`src/rtl/pwm_dac_stage.sv`:
```
// Single-channel PWM DAC stage: a one-entry sample holding register feeds a
// free-running frame of 256 phase steps, each PRESCALE clocks long.
module pwm_dac_stage #(
  parameter int PRESCALE = 1
) (
  input  logic       clk,
  input  logic       rst,
  input  logic [7:0] sample_in,
  input  logic       sample_valid,
  output logic       sample_ready,
  input  logic       underrun_clr,
  output logic       pwm_out,
  output logic       frame_start,
  output logic       underrun,
  output logic       busy
);
  // state | meaning
  // IDLE  | no sample seen since reset; counters parked at 0, output low
  // RUN   | free-running frames; only reset leaves this state
  localparam int PW = (PRESCALE > 1) ? $clog2(PRESCALE) : 1;
  localparam logic [PW-1:0] PS_LAST = PW'(PRESCALE - 1);

  typedef enum logic {IDLE, RUN} state_t;
  state_t state, state_next;

  logic [7:0]    hold;
  logic [7:0]    duty;
  logic [7:0]    phase;
  logic          hold_full;
  logic [PW-1:0] ps_cnt;
  logic          tick;
  logic          boundary;
  logic          accept;
  logic          start;
  logic          load;

  always_ff @(posedge clk or negedge rst) begin
    if (!rst) state <= IDLE;
    else      state <= state_next;
  end

  always_comb begin
    state_next = state;
    start      = 1'b0;
    case (state)
      IDLE: begin
        if (hold_full) begin
          state_next = RUN;
          start      = 1'b1;
        end
      end
      RUN: state_next = RUN;
    endcase
  end

  assign tick         = (state == RUN) && (ps_cnt == PS_LAST);
  assign boundary     = tick && (phase == 8'hFF);
  assign accept       = sample_valid && !hold_full;
  // accept and load never coincide: accept needs an empty hold, load a full one
  assign load         = start || (boundary && hold_full);
  assign sample_ready = !hold_full;
  assign busy         = (state == RUN);

  always_ff @(posedge clk or negedge rst) begin
    if (!rst) begin
      hold        <= 8'd0;
      hold_full   <= 1'b0;
      duty        <= 8'd0;
      phase       <= 8'd0;
      ps_cnt      <= '0;
      pwm_out     <= 1'b0;
      frame_start <= 1'b0;
      underrun    <= 1'b0;
    end else begin
      if (accept) begin
        hold      <= sample_in;
        hold_full <= 1'b1;
      end else if (load) begin
        hold_full <= 1'b0;
      end

      if (load) duty <= hold;

      if (state == RUN) begin
        ps_cnt <= tick ? '0 : ps_cnt + 1'b1;
        if (tick) phase <= phase + 8'd1;
      end

      pwm_out     <= (state == RUN) && (phase < duty);
      frame_start <= (state == RUN) && (phase == 8'd0) && (ps_cnt == '0);

      // a frame starting on an empty hold beats a simultaneous clear
      if (boundary && !hold_full) underrun <= 1'b1;
      else if (underrun_clr)      underrun <= 1'b0;
    end
  end

endmodule

```
`config.mk`:
```
export PLATFORM = sky130hd
export DESIGN_NAME = pwm_dac_stage
export DESIGN_NICKNAME = d
export VERILOG_FILES = /design/src/rtl/pwm_dac_stage.sv
export SDC_FILE = /design/constraint.sdc
export NUM_CORES = 1
export LEC_CHECK = 0
export CORE_MARGIN = 2
export CORE_UTILIZATION = 55
export DETAILED_ROUTE_END_ITERATION = 12
export GPL_TIMING_DRIVEN = 0
export PLACE_DENSITY = 0.78
export SYNTH_ARGS = -nofsm -noshare
export SYNTH_HDL_FRONTEND = slang
export SYNTH_SLANG_ARGS = --single-unit
```
`constraint.sdc`:
```
create_clock -name clk -period 2.8 [get_ports clk]
set_clock_uncertainty 0.15 [all_clocks]
set_input_delay 0.42 -clock clk [delete_from_list [all_inputs] [get_ports clk]]
set_output_delay 0.42 -clock clk [all_outputs]
set_load 0.01 [all_outputs]
```
==> key figures, run 1 <==
Setup path
  – Cell family with most CP delay: buffers and inverters
  – Crit-path slowest cell: clkdlybuf4s50_1
  – Worst EP required: 2.23 ns
  – Worst path cell trace: clkinv_1 > clkdlybuf4s50_1
  – Kind of critical path: reg -> out
  – Arr. time, crit path: 1.56 ns
  – Bufs and invs on worst path: 2
  – Critical path's largest stage delay: 0.55 ns
  – CP startpoint: hold_full$_DFFE_PN0P_
  – Worst r2r src: phase[6]$_DFFE_PN0P_
  – Crit path max fanout: 9
  – Startpoint types: flop
  – Worst Setup End Kind: primary output

Global route
  – Vias in the first global route: 1334
  – Tot GR Track Use: 23.98%
  – Antenna violations before repair: 0
  – Total gr overflow: 0
  – Largest net degree at the start of global routing: 31
  – First-pass GRT wire length: 6003 um

Detailed routing
  – Routed vias/inst: 6.208
  – Wire length per cell: 16.53 um
  – Top Metal Used: met4
  – # DRC: 0
  – Met2 Wirelength: 1766 um
  – Met3 wire length: 203 um
  – Wl on met1: 1469 um
  – Count of antenna-violating nets left after detailed routing: 0
  – Via count: 1316
  – Drt first pass iters: 6
  – DR iter-0 viols: 118
  – WL final: 3505 um

Cells and area
  – Register area: 750.7 um^2
  – Fillers: 212
  – Layout area overhead: 17.66%
  – Most common cell after layout, fill and taps aside: dfrtp_1
  – Diode count: 0
  – Share of layout cells above drive strength 1: 10.50%
  – Non-filler instance count after layout: 212
  – Most frequent cells in the layout: 30 x dfrtp_1, 15 x clkdlybuf4s50_1, 12 x nand2_1
  – Final nets: 201
  – Multi-input logic area: 774.5 um^2

STA
  – RSZ-0062 raised after global routing: false
  – Slew HR: 57.56%
  – Tmin final: 2.125 ns
  – Final hold violation count: 0
  – # setup viols final: 0
  – Setup Total Neg Slack: 0 ns
  – Period utilisation layout: 75.90%
  – Fmax achieved: 470.6 MHz
  – Worst Tran Pin Value: 0.6366 ns
  – Final max-slew violation count: 0

Floorplan
  – X dimension of the die: 57.96 um
  – I/O Pins: 17
  – Row count: 19
  – Core box area: 0.002758 mm^2
  – Die footprint: 0.003359 mm^2
  – Die Y: 57.96 um
  – Starting Density: 58.08%

Clock network
  – Clock Path Buffers: 2
  – Clk_lat worst skew: 0.33 ns
  – Sink Count: 30
  – Setup Buffers After CTS: 0
  – Root Driver: clkbuf_4
  – CTS Buf Count: 5
  – Clock slew at reported path FFs: 0.09 ns
  – CTS tree: yes
  – CTS H-Tree Depth: 2

Power and ir drop
  – Net Switching: 0.2262 mW
  – Flop pwr share: 55.3%
  – Pwr Density: 498.3 mW/mm^2
  – Peak VDD IR: 0.4186 mV
  – Switching share of power: 24.09%
  – Leak Pwr: 0.8431 nW
  – Power share of the clock group: 34.0%
  – Comb power frac: 10.7%
  – Total power: 0.9390 mW
  – P_int: 0.7128 mW

Logic synthesis
  – Synth top area cells: dfrtp_1 47%, ha_1 7.0%, mux2_2 5.6%
  – Syn. warnings: 0
  – Sequential share of the synthesized area: 46.88%
  – Synthesized Nets: 177
  – Cell area after synthesis: 0.001602 mm^2
  – Synth Area per Inst: 10.27 um^2
  – Post-synthesis cell type with the largest combined area: dfrtp_1
  – Number of synthesized register bits: 30
  – Post-synth top area share: 46.88%
  – Gate Count Post-Synth: 156
  – Count of cell types in the netlist: 32

Run
  – Max_cap viols: 0

Run status
  – Outcome: complete, no violations

Place
  – Placed cells: 203
  – Final Wtd Congestion: 0.7327
  – Port Buffers: 16
  – Hpwl dp: 2572 um

Hold path
  – Hold Path Origin: underrun$_DFFE_PN0P_
  – Hold/Removal Path Class: reg -> reg
Yosys cell counts:
cell / count
and2_1: 8
clkinv_1: 1
nor3b_1: 1
a222oi_1: 8
o2111a_1: 1
nand3_1: 10
nor3_1: 2
buf_2: 1
nand4_1: 2
nor2b_1: 4
o211ai_1: 1
xor2_1: 3
or2_2: 1
nor4_1: 1
o41ai_1: 1
nor2_1: 3
xnor2_1: 4
nand4b_1: 2
o311ai_0: 1
a21o_1: 1
dfrtp_1: 30
clkbuf_1: 6
a221oi_1: 1
nand2b_1: 3
ha_1: 9
or4_1: 8
inv_1: 11
mux2_2: 8
buf_1: 1
a211oi_1: 1
o21ai_0: 10
nand2_1: 12
state kept, by name, indices dropped and copies added (netlist names):
name and cells:
busy 1, duty 8, frame_start 1, hold 8, hold_full 1, phase 8
ps_cnt 1, pwm_out 1, underrun 1
cells by family (layout without fill, tap and decap cells):
family	after synthesis	after routing	synth area share [%]
simple gates	57	57	20.00
flops	30	30	46.88
compound gates	25	25	11.88
buf+inv	20	45	4.765
fa+ha+maj	9	9	7.031
mux	8	8	5.625
xor+xnor	7	7	3.828
cell type report:
class / count / area share (%)
Buffer: 8 / 1.660
Sequential cell: 30 / 39.84
Clock buffer: 8 / 4.183
Multi-Input combinational cell: 106 / 41.10
Timing Repair Buffer: 17 / 8.765
Tap cell: 31 / 2.058
Inverter: 12 / 2.390
layer usage:
layer,vias up,track usage (%)
met5,-,0
met2,57,40.42
met3,7,5.357
met1,629,28.43
li1,623,-
met4,0,12.96
path summary, 6_finish.rpt:
kind	to	slack, ns	cells past startpoint
min in group asynchronous	duty[6]$_DFFE_PN0P_	0.49	2
worst min-delay path	underrun$_DFFE_PN0P_	0.35	2
worst max-delay path	sample_ready	0.67	2
worst min register to register	underrun$_DFFE_PN0P_	0.35	2
max in group asynchronous	duty[4]$_DFFE_PN0P_	1.60	2
worst max register to register	hold_full$_DFFE_PN0P_	0.98	4
repair_timing:
item / CTS / global route
endpoints found under the hold margin: 0 / 21
hold buffers: 0 / 1
gates resized for setup: 0 / 0
endpoints found under the setup margin: 0 / 0
power by group through the flow:
stage	Clock (mW)	Combinational, mW	Sequential (mW)
2_1_floorplan	0	0.0659	0.513
6_report	0.319	0.100	0.519
4_1_cts	0.324	0.102	0.519
3_5_place_dp	0	0.103	0.528
5_1_grt	0.351	0.113	0.527
3_3_place_gp	0	0.0955	0.523
worst min-delay path, cell delays in order (launching register included):
cell      delay, ns
dfrtp_1        0.35
nand2b_1       0.06
o41ai_1        0.06
stage by stage:
stage	worst slack, ns	hold WS, ns	util (%)	cell area, um^2
detailed placement	0.6543	0.3409	65.29	1800
global placement	0.6883	0.3169	65.29	1800
global route	0.5993	0.3997	68.33	1884
CTS	0.7003	0.3566	68.15	1879
floorplan	1.207	-0.02559	-	1602
finish	0.6749	0.3501	68.33	1884
Note: power is estimated with default switching activity, not from simulation.
==> inputs of run 2 (changes only) <==
--- a/config.mk
+++ b/config.mk
@@ -6,10 +6,10 @@
 export NUM_CORES = 1
 export LEC_CHECK = 0
 export CORE_MARGIN = 2
-export CORE_UTILIZATION = 55
+export CORE_UTILIZATION = 50
 export DETAILED_ROUTE_END_ITERATION = 12
 export GPL_TIMING_DRIVEN = 0
-export PLACE_DENSITY = 0.78
+export PLACE_DENSITY = 0.75
 export SYNTH_ARGS = -nofsm -noshare
 export SYNTH_HDL_FRONTEND = slang
 export SYNTH_SLANG_ARGS = --single-unit
==> constraint.sdc (replaced) <==
create_clock -name clk -period 1.9 [get_ports clk]
set_clock_uncertainty 0.15 [all_clocks]
set_input_delay 0.285 -clock clk [delete_from_list [all_inputs] [get_ports clk]]
set_output_delay 0.285 -clock clk [all_outputs]
set_load 0.01 [all_outputs]
==> run 2 against run 1 <==
- flip-flop and latch count is the same
- largest cell class unchanged
- sequential share of layout area grew 0.31 points
- hold slack improved by 0.0045 ns
- die area is 9.3% higher
- critical path type is now reg -> reg
==> key figures, run 2 (synthesis gave the netlist of run 1 again) <==
Run status
  – Outcome: complete, no violations

Power and ir drop
  – Net Switching: 0.3234 mW (+43%)
  – Peak VDD IR: 0.4370 mV (+4.4%)
  – Power share of the clock group: 27.3% (-6.7 points)
  – Leak Pwr: 0.8314 nW (-1.4%)
  – Switching share of power: 25.68% (+1.6 points)
  – P_int: 0.9358 mW (+31%)
  – Comb power frac: 11.6% (+0.9 points)
  – Flop pwr share: 61.2% (+5.9 points)
  – Pwr Density: 672.3 mW/mm^2 (+35%)

Setup path
  – Worst EP required: 2.01 ns (-0.22 ns)
  – Crit-path slowest cell: or4_1
  – Worst Setup End Kind: flop
  – Kind of critical path: reg -> reg
  – Crit path max fanout: 10 (+1)
  – Startpoint types: flop
  – Critical path's largest stage delay: 0.52 ns (-0.03 ns)
  – Worst path cell trace: ha_1 > nand4b_1 > buf_2 > or4_1 > nand3_1
  – CP startpoint: phase[0]$_DFFE_PN0P_
  – Worst r2r src: phase[0]$_DFFE_PN0P_
  – Arr. time, crit path: 1.88 ns (+0.32 ns)

Global route
  – First-pass GRT wire length: 6037 um (+0.57%)
  – Total gr overflow: 0 (unchanged)
  – Antenna violations before repair: 0 (unchanged)
  – Largest net degree at the start of global routing: 31 (unchanged)
  – Tot GR Track Use: 22.80% (-1.2 points)
  – Vias in the first global route: 1311 (-1.7%)

Cells and area
  – Most frequent cells in the layout: 29 x dfrtp_1, 14 x clkdlybuf4s50_1, 12 x nand2_1
  – Layout area overhead: 16.95%
  – Most common cell after layout, fill and taps aside: dfrtp_1
  – Share of layout cells above drive strength 1: 10.56% (+0.058 points)
  – Biggest regs: duty x8, hold x8, phase x8
  – Final instance area: 0.001873 mm^2 (-0.60%)
  – Final nets: 201 (unchanged)
  – Non-filler instance count after layout: 224 (+5.7%)
  – Diode count: 0 (unchanged)
  – Fillers: 278 (+31%)

Floorplan
  – Core box area: 0.003053 mm^2 (+11%)
  – Die footprint: 0.003672 mm^2 (+9.3%)
  – I/O Pins: 17 (unchanged)
  – Die Y: 60.60 um (+4.5%)
  – X dimension of the die: 60.60 um (+4.5%)
  – Starting Density: 52.46% (-5.6 points)
  – Row count: 20 (+1)

Place
  – Hpwl dp: 2538 um (-1.3%)
  – Port Buffers: 16 (unchanged)
  – Placed inst area: 0.001817 mm^2 (+0.90%)
  – Placed cells: 216 (+6.4%)
  – Pre-CTS WS: -0.1283 ns (-0.7826 ns)
  – Final Wtd Congestion: 0.8255 (+13%)

Detailed routing
  – # DRC: 0 (unchanged)
  – Via count: 1313 (-0.23%)
  – DR iter-0 viols: 111 (-5.9%)
  – Drt first pass iters: 5 (-1)
  – Wire length per cell: 15.39 um (-6.9%)
  – Routed vias/inst: 5.862 (-5.6%)
  – Count of antenna-violating nets left after detailed routing: 0 (unchanged)
  – WL final: 3447 um (-1.7%)

STA
  – # setup viols final: 0 (unchanged)
  – RSZ-0062 raised after global routing: false
  – Tmin final: 1.768 ns
  – Slew HR: 56.53% (-1.0 points)
  – Period utilisation layout: 93.04%
  – Final WS setup: 0.1322 ns (-0.5427 ns)
  – Worst Tran Pin Value: 0.6521 ns (+0.01554 ns)
  – Final hold violation count: 0 (unchanged)
  – Fmax achieved: 565.7 MHz
  – Final max-slew violation count: 0 (unchanged)
  – Final hold slack: 0.3546 ns (+0.004480 ns)

Clock network
  – Sink Count: 30 (unchanged)
  – Clock Path Buffers: 2 (unchanged)
  – CTS H-Tree Depth: 2 (unchanged)
  – CTS Buf Count: 5 (unchanged)
  – Clock slew at reported path FFs: 0.09 ns (about the same)
  – Root Driver: clkbuf_4
  – CTS tree: yes
  – Setup Buffers After CTS: 0 (unchanged)
  – Clk_lat worst skew: 0.33 ns (about the same)

Hold path
  – Hold/Removal Path Class: reg -> reg
  – Hold Path Origin: underrun$_DFFE_PN0P_

Run
  – Max_cap viols: 0 (unchanged)
run 2: power groups by stage:
stage | clock network (mW) | registers (mW) | logic, mW
detailed placement | 0 | 0.780 | 0.150
global route | 0.382 | 0.779 | 0.165
global placement | 0 | 0.773 | 0.142
CTS | 0.355 | 0.767 | 0.149
finish | 0.343 | 0.770 | 0.146
floorplan | 0 | 0.756 | 0.0972
run 2: metrics by stage:
step / total power [mW] / setup TNS, ns / util [%]
after global routing: 1.326 / 0 / 61.35
after global placement: 0.9155 / -2.444 / 59.51
final: 1.259 / 0 / 61.35
after CTS: 1.272 / 0 / 60.98
after detailed placement: 0.9300 / -3.811 / 59.51
after floorplan: 0.8536 / 0 / -
run 2: layout make-up:
type | instances | area [um^2] | area share, %
multi-input cells | 106 | 779.5 | 41.62
flip-flops and latches | 30 | 752.0 | 40.15
repair buffers | 17 | 163.9 | 8.751
well taps | 44 | 55.05 | 2.939
inverters | 12 | 46.29 | 2.472
clock buffers | 7 | 45.04 | 2.405
plain buffers | 8 | 31.28 | 1.670
run 2: worst max-delay path, delay by kind of cell (launching register included):
| kind | cells | cell delay (ns) |
|---|---|---|
| simple gates | 3 | 0.72 |
| flops | 1 | 0.44 |
| fa+ha+maj | 1 | 0.20 |
| buf+inv | 1 | 0.20 |
run 2: per-layer routing:
layer / vias up / track usage, % / routed length (um) / part of all wire [%]
met2: 44 / 37.48 / 1718 / 50
li1: 616 / - / - / -
met3: 12 / 5.970 / 189 / 5.5
met5: - / 0 / 0 / 0
met4: 0 / 11.80 / 91 / 2.6
met1: 641 / 27.57 / 1447 / 42
run 2: final timing paths:
path / end / slack [ns] / depth (start not counted)
min in group asynchronous: frame_start$_DFF_PN0_ / 0.36 / 2
max reg2reg: duty[1]$_DFFE_PN0P_ / 0.13 / 5
min: underrun$_DFFE_PN0P_ / 0.35 / 2
min reg2reg: underrun$_DFFE_PN0P_ / 0.35 / 2
max: duty[1]$_DFFE_PN0P_ / 0.13 / 5
max in group asynchronous: busy$_DFF_PN0_ / 0.78 / 2
run 2: repair_timing:
item / 4_1_cts / 5_1_grt
hold buffers: 0 / 1
endpoints found under the setup margin: 1 / 6
endpoints found under the hold margin: 0 / 30
resized for setup: 2 / 2
==> inputs of run 3 (changes only) <==
--- a/config.mk
+++ b/config.mk
@@ -5,11 +5,14 @@
 export SDC_FILE = /design/constraint.sdc
 export NUM_CORES = 1
 export LEC_CHECK = 0
+export ABC_AREA = 1
+export CELL_PAD_IN_SITES_DETAIL_PLACEMENT = 0
+export CELL_PAD_IN_SITES_GLOBAL_PLACEMENT = 1
 export CORE_MARGIN = 2
-export CORE_UTILIZATION = 50
+export CORE_UTILIZATION = 38
 export DETAILED_ROUTE_END_ITERATION = 12
 export GPL_TIMING_DRIVEN = 0
-export PLACE_DENSITY = 0.75
+export PLACE_DENSITY = 0.74
 export SYNTH_ARGS = -nofsm -noshare
 export SYNTH_HDL_FRONTEND = slang
 export SYNTH_SLANG_ARGS = --single-unit
==> run 3 against run 2 <==
- flip-flop and latch count is the same
- routed wire length down 27%
- combinational power is 26% lower
- critical path depth decreased by 4
- sequential power shrank 4.4%
==> key figures, run 3 <==
Run status
  – Outcome: complete, no violations

Run
  – Max_cap viols: 0 (unchanged)

Cells and area
  – Diode count: 0 (unchanged)
  – Most frequent cells in the layout: 30 x nand2_1, 30 x dfrtp_1, 20 x inv_1
  – Biggest regs: duty x8, hold x8, phase x8
  – Final nets: 194 (-3.5%)
  – Final instance area: 0.001814 mm^2 (-3.1%)
  – Layout area overhead: 22.88%
  – Share of layout cells above drive strength 1: 14.45% (+3.9 points)
  – Fillers: 353 (+27%)

STA
  – Setup Total Neg Slack: 0 ns (unchanged)
  – RSZ-0062 raised after global routing: false
  – Final hold violation count: 0 (unchanged)
  – Worst Tran Pin Value: 0.6546 ns (+0.002485 ns)
  – Tmin final: 1.811 ns (+0.04338 ns)
  – Final hold slack: 0.3434 ns (-0.01122 ns)
  – Final max-slew violation count: 0 (unchanged)
  – Fmax achieved: 552.1 MHz (-2.4%)
  – # setup viols final: 0 (unchanged)
  – Slew HR: 56.36% (-0.17 points)
  – Period utilisation layout: 95.33% (+2.3 points)

Logic synthesis
  – Gate Count Post-Synth: 149 (-4.5%)
  – Post-synthesis cell type with the largest combined area: dfrtp_1
  – Synthesized Nets: 170 (-4.0%)
  – Commonest cells post-synth: 30 x dfrtp_1, 30 x nand2_1, 20 x inv_1
  – Count of cell types in the netlist: 28 (-13%)
  – Synth Area per Inst: 9.909 um^2 (-3.5%)
  – Synth top area cells: dfrtp_1 51%, ha_1 7.6%, nand2_1 7.6%
  – Number of synthesized register bits: 30 (unchanged)
  – Sequential share of the synthesized area: 50.85% (+4.0 points)
  – Syn. warnings: 0 (unchanged)
  – Synth Flop Type: dfrtp_1
  – EDFF count, synth: 0 (unchanged)
  – Post-synth top area share: 50.85% (+4.0 points)
  – Cell area after synthesis: 0.001476 mm^2 (-7.8%)
  – Post-synth ARST share: 100.0% (unchanged)

Detailed routing
  – Routed vias/inst: 4.692 (-20%)
  – Count of antenna-violating nets left after detailed routing: 0 (unchanged)
  – Wire length per cell: 11.33 um (-26%)
  – Drt first pass iters: 4 (-1)
  – # DRC: 0 (unchanged)
  – Via count: 1037 (-21%)
  – DR iter-0 viols: 34 (-69%)
  – WL final: 2505 um (-27%)

Power and ir drop
  – Leak Pwr: 0.8535 nW (+2.7%)
  – Peak VDD IR: 0.5260 mV (+20%)
  – Pwr Density: 820.4 mW/mm^2 (+22%)
  – Total power: 1.488 mW (+18%)

Place
  – Port Buffers: 16 (unchanged)
  – Hpwl dp: 1948 um (-23%)
  – Final Wtd Congestion: 0.7150 (-13%)
  – Placed inst area: 0.001697 mm^2 (-6.6%)

Hold path
  – Hold/Removal Path Class: reg -> reg
  – Hold Path Origin: hold[2]$_DFFE_PN0P_
  – Sink of the worst hold path: duty[2]$_DFFE_PN0P_
  – Hold Path Depth: 2 (unchanged)

Floorplan
  – Die Y: 66.33 um (+9.5%)
  – Core box area: 0.003689 mm^2 (+21%)
  – Starting Density: 40.03% (-12 points)
  – I/O Pins: 17 (unchanged)
  – Die footprint: 0.004400 mm^2 (+20%)
  – Row count: 22 (+10%)
  – X dimension of the die: 66.33 um (+9.5%)

Setup path
  – R2R depth: 7 (+2)
  – Cell family with most CP delay: buffers and inverters
  – Kind of critical path: reg -> out
  – Worst EP required: 1.46 ns (-0.55 ns)
  – Reg2reg end: duty[5]$_DFFE_PN0P_
  – Critical path's largest stage delay: 0.59 ns (+0.07 ns)
  – R2R setup slack: 0.47 ns (+0.34 ns)
  – Worst path cell trace: clkdlybuf4s50_1
  – Worst r2r src: phase[1]$_DFFE_PN0P_
  – Bufs and invs on worst path: 1 (unchanged)
  – Crit-path slowest cell: clkdlybuf4s50_1
  – Arr. time, crit path: 1.38 ns (-0.50 ns)
  – Startpoint types: flop
  – Worst Setup End Kind: primary output
  – Crit path max fanout: 6 (-4)

Clock network
  – CTS Buf Count: 5 (unchanged)
  – CTS tree: yes
  – Clock Path Buffers: 2 (unchanged)
  – CTS H-Tree Depth: 2 (unchanged)
  – Sink Count: 30 (unchanged)
  – Clk_lat worst skew: 0.28 ns (-0.05 ns)
  – Clock slew at reported path FFs: 0.06 ns (-0.03 ns)
  – Root Driver: clkbuf_8
  – Gates resized, CTS repair: 0 (-2)

Global route
  – Largest net degree at the start of global routing: 31 (unchanged)
  – Antenna violations before repair: 0 (unchanged)
  – Tot GR Track Use: 14.08% (-8.7 points)
  – Vias in the first global route: 1079 (-18%)
  – Total gr overflow: 0 (unchanged)
  – First-pass GRT wire length: 4547 um (-25%)
run 3: cell types whose count changed in the layout (fill, tap and decap cells not counted), sizes merged, moves of 8 or more:
cell / before / now
o21ai: 10 / 2
nand2: 12 / 34
nand3: 10 / 20
inv: 11 / 21
or4: 8 / 0
and2: 8 / 0
a222oi: 8 / 0
run 3: layer usage:
| layer | global-route usage, % | share of wire, % | wire [um] |
|---|---|---|---|
| met5 | 0 | 0 | 0 |
| met4 | 5.357 | 1.8 | 44 |
| met3 | 6.303 | 5.4 | 135 |
| met2 | 24.25 | 48 | 1205 |
| met1 | 15.01 | 45 | 1120 |
run 3: worst max path at each step:
stage                         from                    to  cells after the start
floorplan           busy$_DFF_PN0_  phase[5]$_DFFE_PN0P_                      4
CTS                 busy$_DFF_PN0_                  busy                      1
global route        busy$_DFF_PN0_                  busy                      1
finish              busy$_DFF_PN0_                  busy                      1
global placement               rst   hold[1]$_DFFE_PN0P_                      1
detailed placement             rst   hold[1]$_DFFE_PN0P_                      1
run 3: layout make-up:
| cell class | instances | area (um^2) | share of cell area, % |
|---|---|---|---|
| flip-flops and latches | 30 | 750.7 | 41.38 |
| multi-input cells | 96 | 638.1 | 35.17 |
| repair buffers | 17 | 165.2 | 9.103 |
| clock buffers | 6 | 82.58 | 4.552 |
| inverters | 22 | 82.58 | 4.552 |
| well taps | 48 | 60.06 | 3.310 |
| clock inverters | 1 | 30.03 | 1.655 |
| plain buffers | 1 | 5.005 | 0.2759 |
run 3: per-stage QoR:
stage / setup WS, ns / util (%) / cells
3_5_place_dp: -0.1671 / 46.00 / 213
2_1_floorplan: 0.5984 / - / 149
5_1_grt: 0.04860 / 49.19 / 221
6_report: 0.08882 / 49.19 / 221
3_3_place_gp: -0.1142 / 46.00 / 213
4_1_cts: 0.08002 / 49.05 / 220
run 3: worst register-to-register path, delay by kind of cell (launching register included):
| family | cells | cell delay, ns |
|---|---|---|
| adder cells (fa/ha/maj) | 1 | 0.20 |
| flip-flops | 1 | 0.40 |
| AND/OR/NAND/NOR | 6 | 0.62 |
run 3: cell families after synthesis:
group | synth area share [%]
AND/OR/NAND/NOR | 24.15
flip-flops | 50.85
buffers and inverters | 5.931
adder cells (fa/ha/maj) | 7.627
multiplexers | 6.101
XOR/XNOR | 3.559
AO/OA/AOI/OAI | 1.779
run 3: where the power goes:
group / leakage, nW / switching (mW) / internal, mW
Clock: 0.0573 / 0.225 / 0.419
Sequential: 0.382 / 0.0330 / 0.703
Combinational: 0.414 / 0.0408 / 0.0669
Total: 0.854 / 0.299 / 1.19
run 3: what timing repair did:
item / CTS / global route
hold buffers: 0 / 1
endpoints found under the hold margin: 0 / 30
endpoints found under the setup margin: 0 / 0
buffers inserted: 0 / 0
